File: src/rtl/mips_mem_pkg.sv
// Shared types and helpers for the data-memory access sequencer.
// Size codes, FSM state encoding and byte-lane helpers.
package mips_mem_pkg;

   localparam logic [1:0] DS_WORD = 2'b00;
   localparam logic [1:0] DS_HALF = 2'b01;
   localparam logic [1:0] DS_BYTE = 2'b10;

   typedef enum logic [1:0] {
      S_IDLE = 2'd0,
      S_BUS  = 2'd1,
      S_DONE = 2'd2
   } state_e;

   typedef struct packed {
      logic [3:0]  be;
      logic [31:0] wdata;
   } lanes_t;

   // Byte enables and lane-replicated store data for one access.
   function automatic lanes_t bus_lanes(
      input logic [1:0]  ds,
      input logic [1:0]  a,
      input logic [31:0] wd
   );
      lanes_t l;
      l.be    = 4'b1111;
      l.wdata = wd;
      case (ds)
         DS_BYTE: begin
            l.be    = 4'b0001 << a;
            l.wdata = {4{wd[7:0]}};
         end
         DS_HALF: begin
            l.be    = a[1] ? 4'b1100 : 4'b0011;
            l.wdata = {2{wd[15:0]}};
         end
         default: ;
      endcase
      return l;
   endfunction

   // Accesses that must be rejected rather than issued.
   function automatic logic misaligned(
      input logic [1:0] ds,
      input logic [1:0] a
   );
      return (ds == 2'b11) ||
             ((ds == DS_WORD) && (a != 2'b00)) ||
             ((ds == DS_HALF) && a[0]);
   endfunction

endpackage

File: src/rtl/load_align.sv
// Load-data lane select and sign/zero extension.
// Purely combinational.
module load_align
   import mips_mem_pkg::*;
(
   input  logic [31:0] word,
   input  logic [1:0]  a,
   input  logic [1:0]  ds,
   input  logic        btx,
   output logic [31:0] ext
);

   logic [31:0] sh;

   // Shift the addressed lane down to bit 0, then extend by size.
   always_comb begin
      sh  = word >> {a, 3'b000};
      ext = word;
      case (ds)
         DS_BYTE: ext = {{24{btx & sh[7]}}, sh[7:0]};
         DS_HALF: ext = {{16{btx & sh[15]}}, sh[15:0]};
         default: ext = word;
      endcase
   end

endmodule

File: src/rtl/mem_access_seq.sv
// Multicycle data-memory access sequencer: IDLE -> BUS -> DONE.
// Optional bus abort counter enabled by defining MEM_TIMEOUT_EN.
module mem_access_seq
   import mips_mem_pkg::*;
#(
   parameter int unsigned TIMEOUT = 255
)
(
   input  logic        clk,
   input  logic        rst_n,
   input  logic        memread,
   input  logic        memwrite,
   input  logic [1:0]  dS,
   input  logic        btX,
   input  logic [31:0] addr,
   input  logic [31:0] wdata,
   output logic        stall,
   output logic [31:0] rdata,
   output logic        rdata_valid,
   output logic        misalign,
   output logic        timeout,
   output logic        bus_req,
   output logic        bus_we,
   output logic [31:0] bus_addr,
   output logic [3:0]  bus_be,
   output logic [31:0] bus_wdata,
   input  logic        bus_ack,
   input  logic [31:0] bus_rdata
);

   state_e      state_q, state_d;
   logic [31:0] addr_q, addr_d;
   logic [1:0]  ds_q, ds_d;
   logic        btx_q, btx_d;
   logic        we_q, we_d;
   logic [31:0] wdata_q, wdata_d;
   logic [31:0] rdata_q, rdata_d;
   logic        misalign_q, misalign_d;
   logic        aborted;
   logic        in_bus;
   logic        access;
   logic [31:0] ld_ext;
   lanes_t      lanes;

`ifdef MEM_TIMEOUT_EN
   localparam logic [7:0] CNT_LAST = 8'(TIMEOUT - 1);
   logic [7:0] cnt_q, cnt_d;
   logic       ab_q, ab_d;
   assign aborted = ab_q;
`else
   assign aborted = 1'b0;
`endif

   assign access = memread | memwrite;
   assign in_bus = (state_q == S_BUS);
   assign lanes  = bus_lanes(ds_q, addr_q[1:0], wdata_q);

   load_align u_align (
      .word (bus_rdata),
      .a    (addr_q[1:0]),
      .ds   (ds_q),
      .btx  (btx_q),
      .ext  (ld_ext)
   );

   always_comb begin
      state_d    = state_q;
      addr_d     = addr_q;
      ds_d       = ds_q;
      btx_d      = btx_q;
      we_d       = we_q;
      wdata_d    = wdata_q;
      rdata_d    = rdata_q;
      misalign_d = 1'b0;
      stall      = 1'b0;
`ifdef MEM_TIMEOUT_EN
      ab_d       = ab_q;
      cnt_d      = in_bus ? cnt_q + 8'd1 : 8'd0;
`endif
      unique case (state_q)
         S_IDLE: begin
            if (access) begin
               if (misaligned(dS, addr[1:0])) begin
                  misalign_d = 1'b1;
               end else begin
                  stall   = 1'b1;
                  addr_d  = addr;
                  ds_d    = dS;
                  btx_d   = btX;
                  we_d    = memwrite;
                  wdata_d = wdata;
`ifdef MEM_TIMEOUT_EN
                  ab_d    = 1'b0;
`endif
                  state_d = S_BUS;
               end
            end
         end
         S_BUS: begin
            stall = 1'b1;
            if (bus_ack) begin
               if (!we_q) rdata_d = ld_ext;
               state_d = S_DONE;
            end
`ifdef MEM_TIMEOUT_EN
            else if (cnt_q == CNT_LAST) begin
               ab_d    = 1'b1;
               state_d = S_DONE;
            end
`endif
         end
         S_DONE: state_d = S_IDLE;
         default: state_d = S_IDLE;
      endcase
   end

   always_ff @(posedge clk or negedge rst_n) begin
      if (!rst_n) begin
         state_q    <= S_IDLE;
         addr_q     <= '0;
         ds_q       <= '0;
         btx_q      <= 1'b0;
         we_q       <= 1'b0;
         wdata_q    <= '0;
         rdata_q    <= '0;
         misalign_q <= 1'b0;
      end else begin
         state_q    <= state_d;
         addr_q     <= addr_d;
         ds_q       <= ds_d;
         btx_q      <= btx_d;
         we_q       <= we_d;
         wdata_q    <= wdata_d;
         rdata_q    <= rdata_d;
         misalign_q <= misalign_d;
      end
   end

`ifdef MEM_TIMEOUT_EN
   always_ff @(posedge clk or negedge rst_n) begin
      if (!rst_n) begin
         cnt_q <= '0;
         ab_q  <= 1'b0;
      end else begin
         cnt_q <= cnt_d;
         ab_q  <= ab_d;
      end
   end
`endif

   assign rdata       = rdata_q;
   assign misalign    = misalign_q;
   assign rdata_valid = (state_q == S_DONE) && !we_q && !aborted;
   assign timeout     = (state_q == S_DONE) && aborted;
   assign bus_req     = in_bus;
   assign bus_we      = in_bus && we_q;
   assign bus_addr    = in_bus ? {addr_q[31:2], 2'b00} : 32'd0;
   assign bus_be      = in_bus ? lanes.be : 4'd0;
   assign bus_wdata   = (in_bus && we_q) ? lanes.wdata : 32'd0;

endmodule

File: config.mk
export PLATFORM = sky130hd
export DESIGN_NAME = mem_access_seq
export DESIGN_NICKNAME = d
export VERILOG_FILES = /design/src/rtl/mips_mem_pkg.sv /design/src/rtl/load_align.sv /design/src/rtl/mem_access_seq.sv
export SDC_FILE = /design/constraint.sdc
export NUM_CORES = 1
export LEC_CHECK = 0
export CAP_MARGIN = 20
export CORE_MARGIN = 5
export CORE_UTILIZATION = 45
export CTS_CLUSTER_SIZE = 12
export DETAILED_ROUTE_END_ITERATION = 7
export GPL_ROUTABILITY_DRIVEN = 0
export PLACE_DENSITY = 0.81
export SLEW_MARGIN = 15
export SYNTH_ARGS = -nofsm -noshare
export SYNTH_HDL_FRONTEND = slang
export SYNTH_HIERARCHICAL = 1
export SYNTH_SLANG_ARGS = --single-unit
File: constraint.sdc
create_clock -name clk -period 2.6 [get_ports clk]
set_input_delay 0.78 -clock clk [delete_from_list [all_inputs] [get_ports clk]]
set_output_delay 0.78 -clock clk [all_outputs]
set_load 0.02 [all_outputs]
Word-level counts from Yosys, hierarchy flattened --
Index checks and enable logic that the tools add are counted.
Storage, ports and cells: ROM bits 0, input port bits 104, register bits after elaboration 103, bits in latches 0, RAM bits 0, logic and storage cells 53, memories kept 0
Cells by class: mux-type cells 16, shift-type cells 2, equality and inequality tests 9, reductions and logical operators 13, div/mod/pow operators 0, magnitude comparators 0, multipliers 0, $add $sub $neg 0, bitwise logic cells 5
Operators by type and width (number):
- $pmux 36 s2 | 1
- $mux 32 | 2
- $pmux 32 s2 | 1
- $shr 32x5->16 | 1
- $reduce_and 3->1 | 3
- $mux 4 | 2
- $eq 2x1->1 const B | 3
- $eq 2x2->1 const B | 3
- $mux 2 | 3
- $ne 2x2->1 const B | 3
- $mux 1 | 5
- $logic_and 1x1->1 | 4
- $logic_not 2->1 | 2
- $pmux 2 s2 | 1
- $shl 1x2->4 const A | 1
- $and 1x1->1 | 2
- $logic_or 1x1->1 | 2
- $not 1->1 | 2
- $pmux 1 s2 | 1
- $reduce_bool 2->1 | 1
- $logic_not 1->1 | 1
- $or 1x1->1 | 1

Depth between registers and ports, before layout --
word-level depth 7, depth in mapped cells 9, gate-level depth less buffers 7

Modules after synthesis --
The synthesis kept the hierarchy.
By module, submodules not included:
- mem_access_seq | cells an instance 392, sequential area each 2577.5 sq um, instances 1, area each 4802.1 sq um
- load_align | cells an instance 139, sequential area each 0.0 sq um, instances 1, area each 867.1 sq um

Worst setup path before layout --
OpenSTA, ideal clock, no wires.
kind input-to-output, from in dS[1], to out stall, buffers on the path 1, cell stages on the path 4, path slack -1 ps, arrival 1821 ps, cells stage by stage or2_1 o21a_1 buf_6 o21ai_0
On the way: longest elaborated chain between the ends 7, elaborated cells between the ends (all ways) 10
Ends and longest elaborated chain:
- from (decl) | line mem_access_seq.sv:13 | input logic [1:0] dS,
- $logic_not 2->1 | line mips_mem_pkg.sv:49 | ((ds == DS_WORD) && (a != 2'b00)) ||
- $logic_and 1x1->1 | line mips_mem_pkg.sv:49
- $logic_or 1x1->1 | line mips_mem_pkg.sv:48 | return (ds == 2'b11) ||
- $logic_or 1x1->1 (*) | line mips_mem_pkg.sv:49
- $mux 1 (*) | line mem_access_seq.sv:83 | if (misaligned(dS, addr[1:0])) begin
- $mux 1 (*) | line mem_access_seq.sv:82 | if (access) begin
- $pmux 1 s2 (*) | line mem_access_seq.sv:80 | unique case (state_q)
- to (decl) | line mem_access_seq.sv:17 | output logic stall,
Mark *: on every way between the ends. The rest lies on a longest branch, timed or not.

Worst setup path after layout --
from reg ds_q[0], to out bus_wdata[8]
On the way: longest elaborated chain between the ends 3, elaborated cells between the ends (all ways) 4
Ends and longest elaborated chain:
- from (decl) | line mem_access_seq.sv:33 | logic [1:0] ds_q, ds_d;
- from (signal assigned) | line mem_access_seq.sv:130 | ds_q <= ds_d;
- $eq 2x1->1 or $eq 2x2->1 (tied branches) | line mips_mem_pkg.sv:29 | case (ds)
- $pmux 36 s2 (*) | line mips_mem_pkg.sv:29
- $mux 32 (*) | line mem_access_seq.sv:159 | assign bus_wdata = (in_bus && we_q) ? lanes.wdata : 32'd0;
- to (decl) | line mem_access_seq.sv:26 | output logic [31:0] bus_wdata,
Marked as above.

==> summary.txt <==
Synth
  • Post-synth EDFFs: 0
  • Top cells by area, synth: dfrtp_1 (45%), mux2_2 (7.9%), mux2_4 (5.3%)
  • Post-synth top area share: 0.4546
  • Yosys warns: 6
  • Flops & latches, synth: 103
  • Cell taking the most area after synthesis: dfrtp_1
  • Post-synthesis sequential area ratio: 0.4546
  • Synthesized area: 5669 um2
  • Netlist cell types: 54
  • Post-synth top flop: dfrtp_1
  • Gate Count Post-Synth: 531
  • Avg Cell Area, Syn: 10.68 um2
  • Asr flop ratio synth: 1.000

Routing
  • Post-DRT Antenna Nets: 0
  • Pre-antenna DRT Iters: 5
  • WL met2: 8913 um
  • Number of DRC markers in iteration 0: 404
  • Metal1 wirelength: 6773 um
  • Vias: 4,998
  • DR top layer: met4
  • DR WL/cell: 18.94 um
  • Met3 routed wirelength: 1290 um
  • Total wire length: 17,610 um
  • Vias per Instance: 5.374
  • Remaining DRCs: 0

Clocking
  • Htree depth: 3
  • CTS Buf Count: 9
  • Root buf cell: clkbuf_16
  • Clock sinks: 103
  • CTS tree: built
  • Clock tree buffer depth: 2
  • Hold-fix buffers, CTS: 0
  • Clock Latency Late Sink: 350 ps
  • Reg clk slew, reported paths: 70 ps

Critical path
  • Largest fanout on the critical path: 7
  • Critical Path RT: 1820 ps
  • CP Capture Type: output pin
  • Worst r2r dst: rdata[26]
  • Worst Setup Start Kind: flip-flop
  • WP data arrival: 1840 ps
  • Reg2reg path depth: 7
  • Slack of the worst reg-to-reg path: 380 ps
  • Worst reg2reg startpoint: addr_q[1]
  • Type of the worst setup path: reg2out

Timing
  • Final clock skew: 4.380 ps
  • Slew headroom: 0.6232
  • RSZ-0062 raised after global routing: true
  • Final setup fails: 2
  • Max-slew violations: 0
  • Worst Max-Slew Pin Slew: 565.1 ps
  • Hold Worst Slack: 476.9 ps
  • Final setup margin: -21.00 ps
  • Final Hold Fails: 0
  • Final critical-path required period: 2621 ps
  • Final Cycle Share: 1.008
  • Max Clk Rate: 381.5 MHz

Die
  • Cell row count: 41
  • Die Ht: 122.2 um
  • Initial Utilization: 0.4548
  • Chip width: 122.2 um
  • Die Area: 14,940 um2
  • Core area: 12,470 um2
  • Io pins: 210

Power
  • Power per cell area: 1022 nW/um2
  • Pleak: 3.996 nW
  • Total power: 8.642 mW
  • Maximum vdd drop: 0.4863 mV

Layout
  • Leading cell type in the layout, fill and taps excluded: clkdlybuf4s50_1
  • Final nets: 861
  • Highest-count cells in the layout ignoring fill and taps: clkdlybuf4s50_1 (131), dfrtp_1 (102), nand2_1 (64)
  • Area grow syn2layout: 49.19%
  • Non-filler cells, final: 930
  • Fraction of layout cells with a size suffix above 1: 0.2546
  • N_diodes: 0

Worst hold path
  • HP Class: in2async

Job
  • Max_cap viols: 0

GRT
  • First-pass GRT wire length: 27,340 um
  • Antenna violations before repair: 0
  • Pin count of the biggest net entering global routing: 104
  • Grt ovf: 0
  • GRT Overall Usage: 0.2353
  • Number of global-route vias before repair: 5,223

Run status
  • Outcome: finished, violations left
  • Failing checks: setup timing

Placement
  • PortBufs: 206
  • Post-DP HPWL: 12,990 um
  • Cells after DPL: 910
-- cell usage after synthesis, drive strengths merged (9+ instances only) --
master / count
nand2: 67
o22ai: 18
buf: 25
a22oi: 9
nor2b: 17
o21ai: 13
nor2: 28
inv: 26
dfrtp: 103
and2: 37
clkbuf: 15
a21oi: 25
mux2: 81
mux2i: 9
-- critical path, stage by stage (launching register included) --
cell and delay [ps]:
dfrtp_1 420, inv_2 70, ha_4 300, buf_6 140, a221o_1 130, nand2_2 80, a21oi_2 170, buf_4 170
-- stage by stage --
step                      area (um2)  utilization  setup WS (ps)  setup TNS, ps
after floorplan                 5677            -          32.73              0
after global placement          8025       0.6438         -573.6          -6707
after detailed placement        8025       0.6438         -622.1          -9635
after CTS                       8299       0.6658         -154.4         -318.5
after global routing            8458       0.6785         -72.61          -1073
final                           8458       0.6785         -21.00         -27.85
-- routing by layer --
metal  vias to the layer above  track usage
met5                         -            0
met1                      2456       0.2910
met4                         0       0.1155
met2                       226       0.3889
met3                        45      0.05300
li1                       2271            -
-- cell type report --
| type | instances | area [um2] |
|---|---|---|
| fillers | 984 | 4008 |
| inverters | 27 | 101.3 |
| multi-input cells | 363 | 2833 |
| flip-flops and latches | 103 | 2579 |
| repair buffers | 249 | 2399 |
| clock inverters | 5 | 78.83 |
| well taps | 172 | 215.2 |
| clock buffers | 11 | 252.7 |
-- flip-flops by register name, summed over array words and instances (netlist names) --
name,flops
we_q,1
rdata,32
wdata_q,32
state_q,2
addr_q,32
misalign,1
ds_q,2
btx_q,1
-- worst max path at each step --
stage / from / endpoint / slack [ps] / depth (start not counted)
2_1_floorplan: ds_q[0] / bus_be[1] / 30 / 7
3_3_place_gp: dS[1] / stall / -570 / 5
3_5_place_dp: dS[1] / stall / -620 / 5
4_1_cts: addr[0] / stall / -150 / 5
5_1_grt: ds_q[0] / bus_wdata[29] / -70 / 7
6_report: ds_q[0] / bus_wdata[8] / -20 / 7
-- report_power, final --
part	internal (mW)	total, mW	switching, mW
clock	0.896	1.49	0.593
sequential	2.23	2.65	0.420
combinational	2.24	4.50	2.27
total	5.36	8.64	3.28
-- kinds of logic after synthesis --
family / after synthesis / synth area share
muxes: 91 / 0.1969
other: 1 / 0.0006615
adders and majority gates: 4 / 0.008828
AOI/OAI and AO/OA: 96 / 0.1196
buffers and inverters: 67 / 0.07018
DFF: 103 / 0.4546
and+or+nand+nor: 169 / 0.1492
-- repair_timing --
item | in CTS | in global routing
endpoints found under the setup margin | 69 | 61
setup buffers | 2 | 1
gates cloned | 0 | 1
pin swaps | 2 | 8
gates resized for setup | 192 | 47
(Power assumes the default switching activity.)
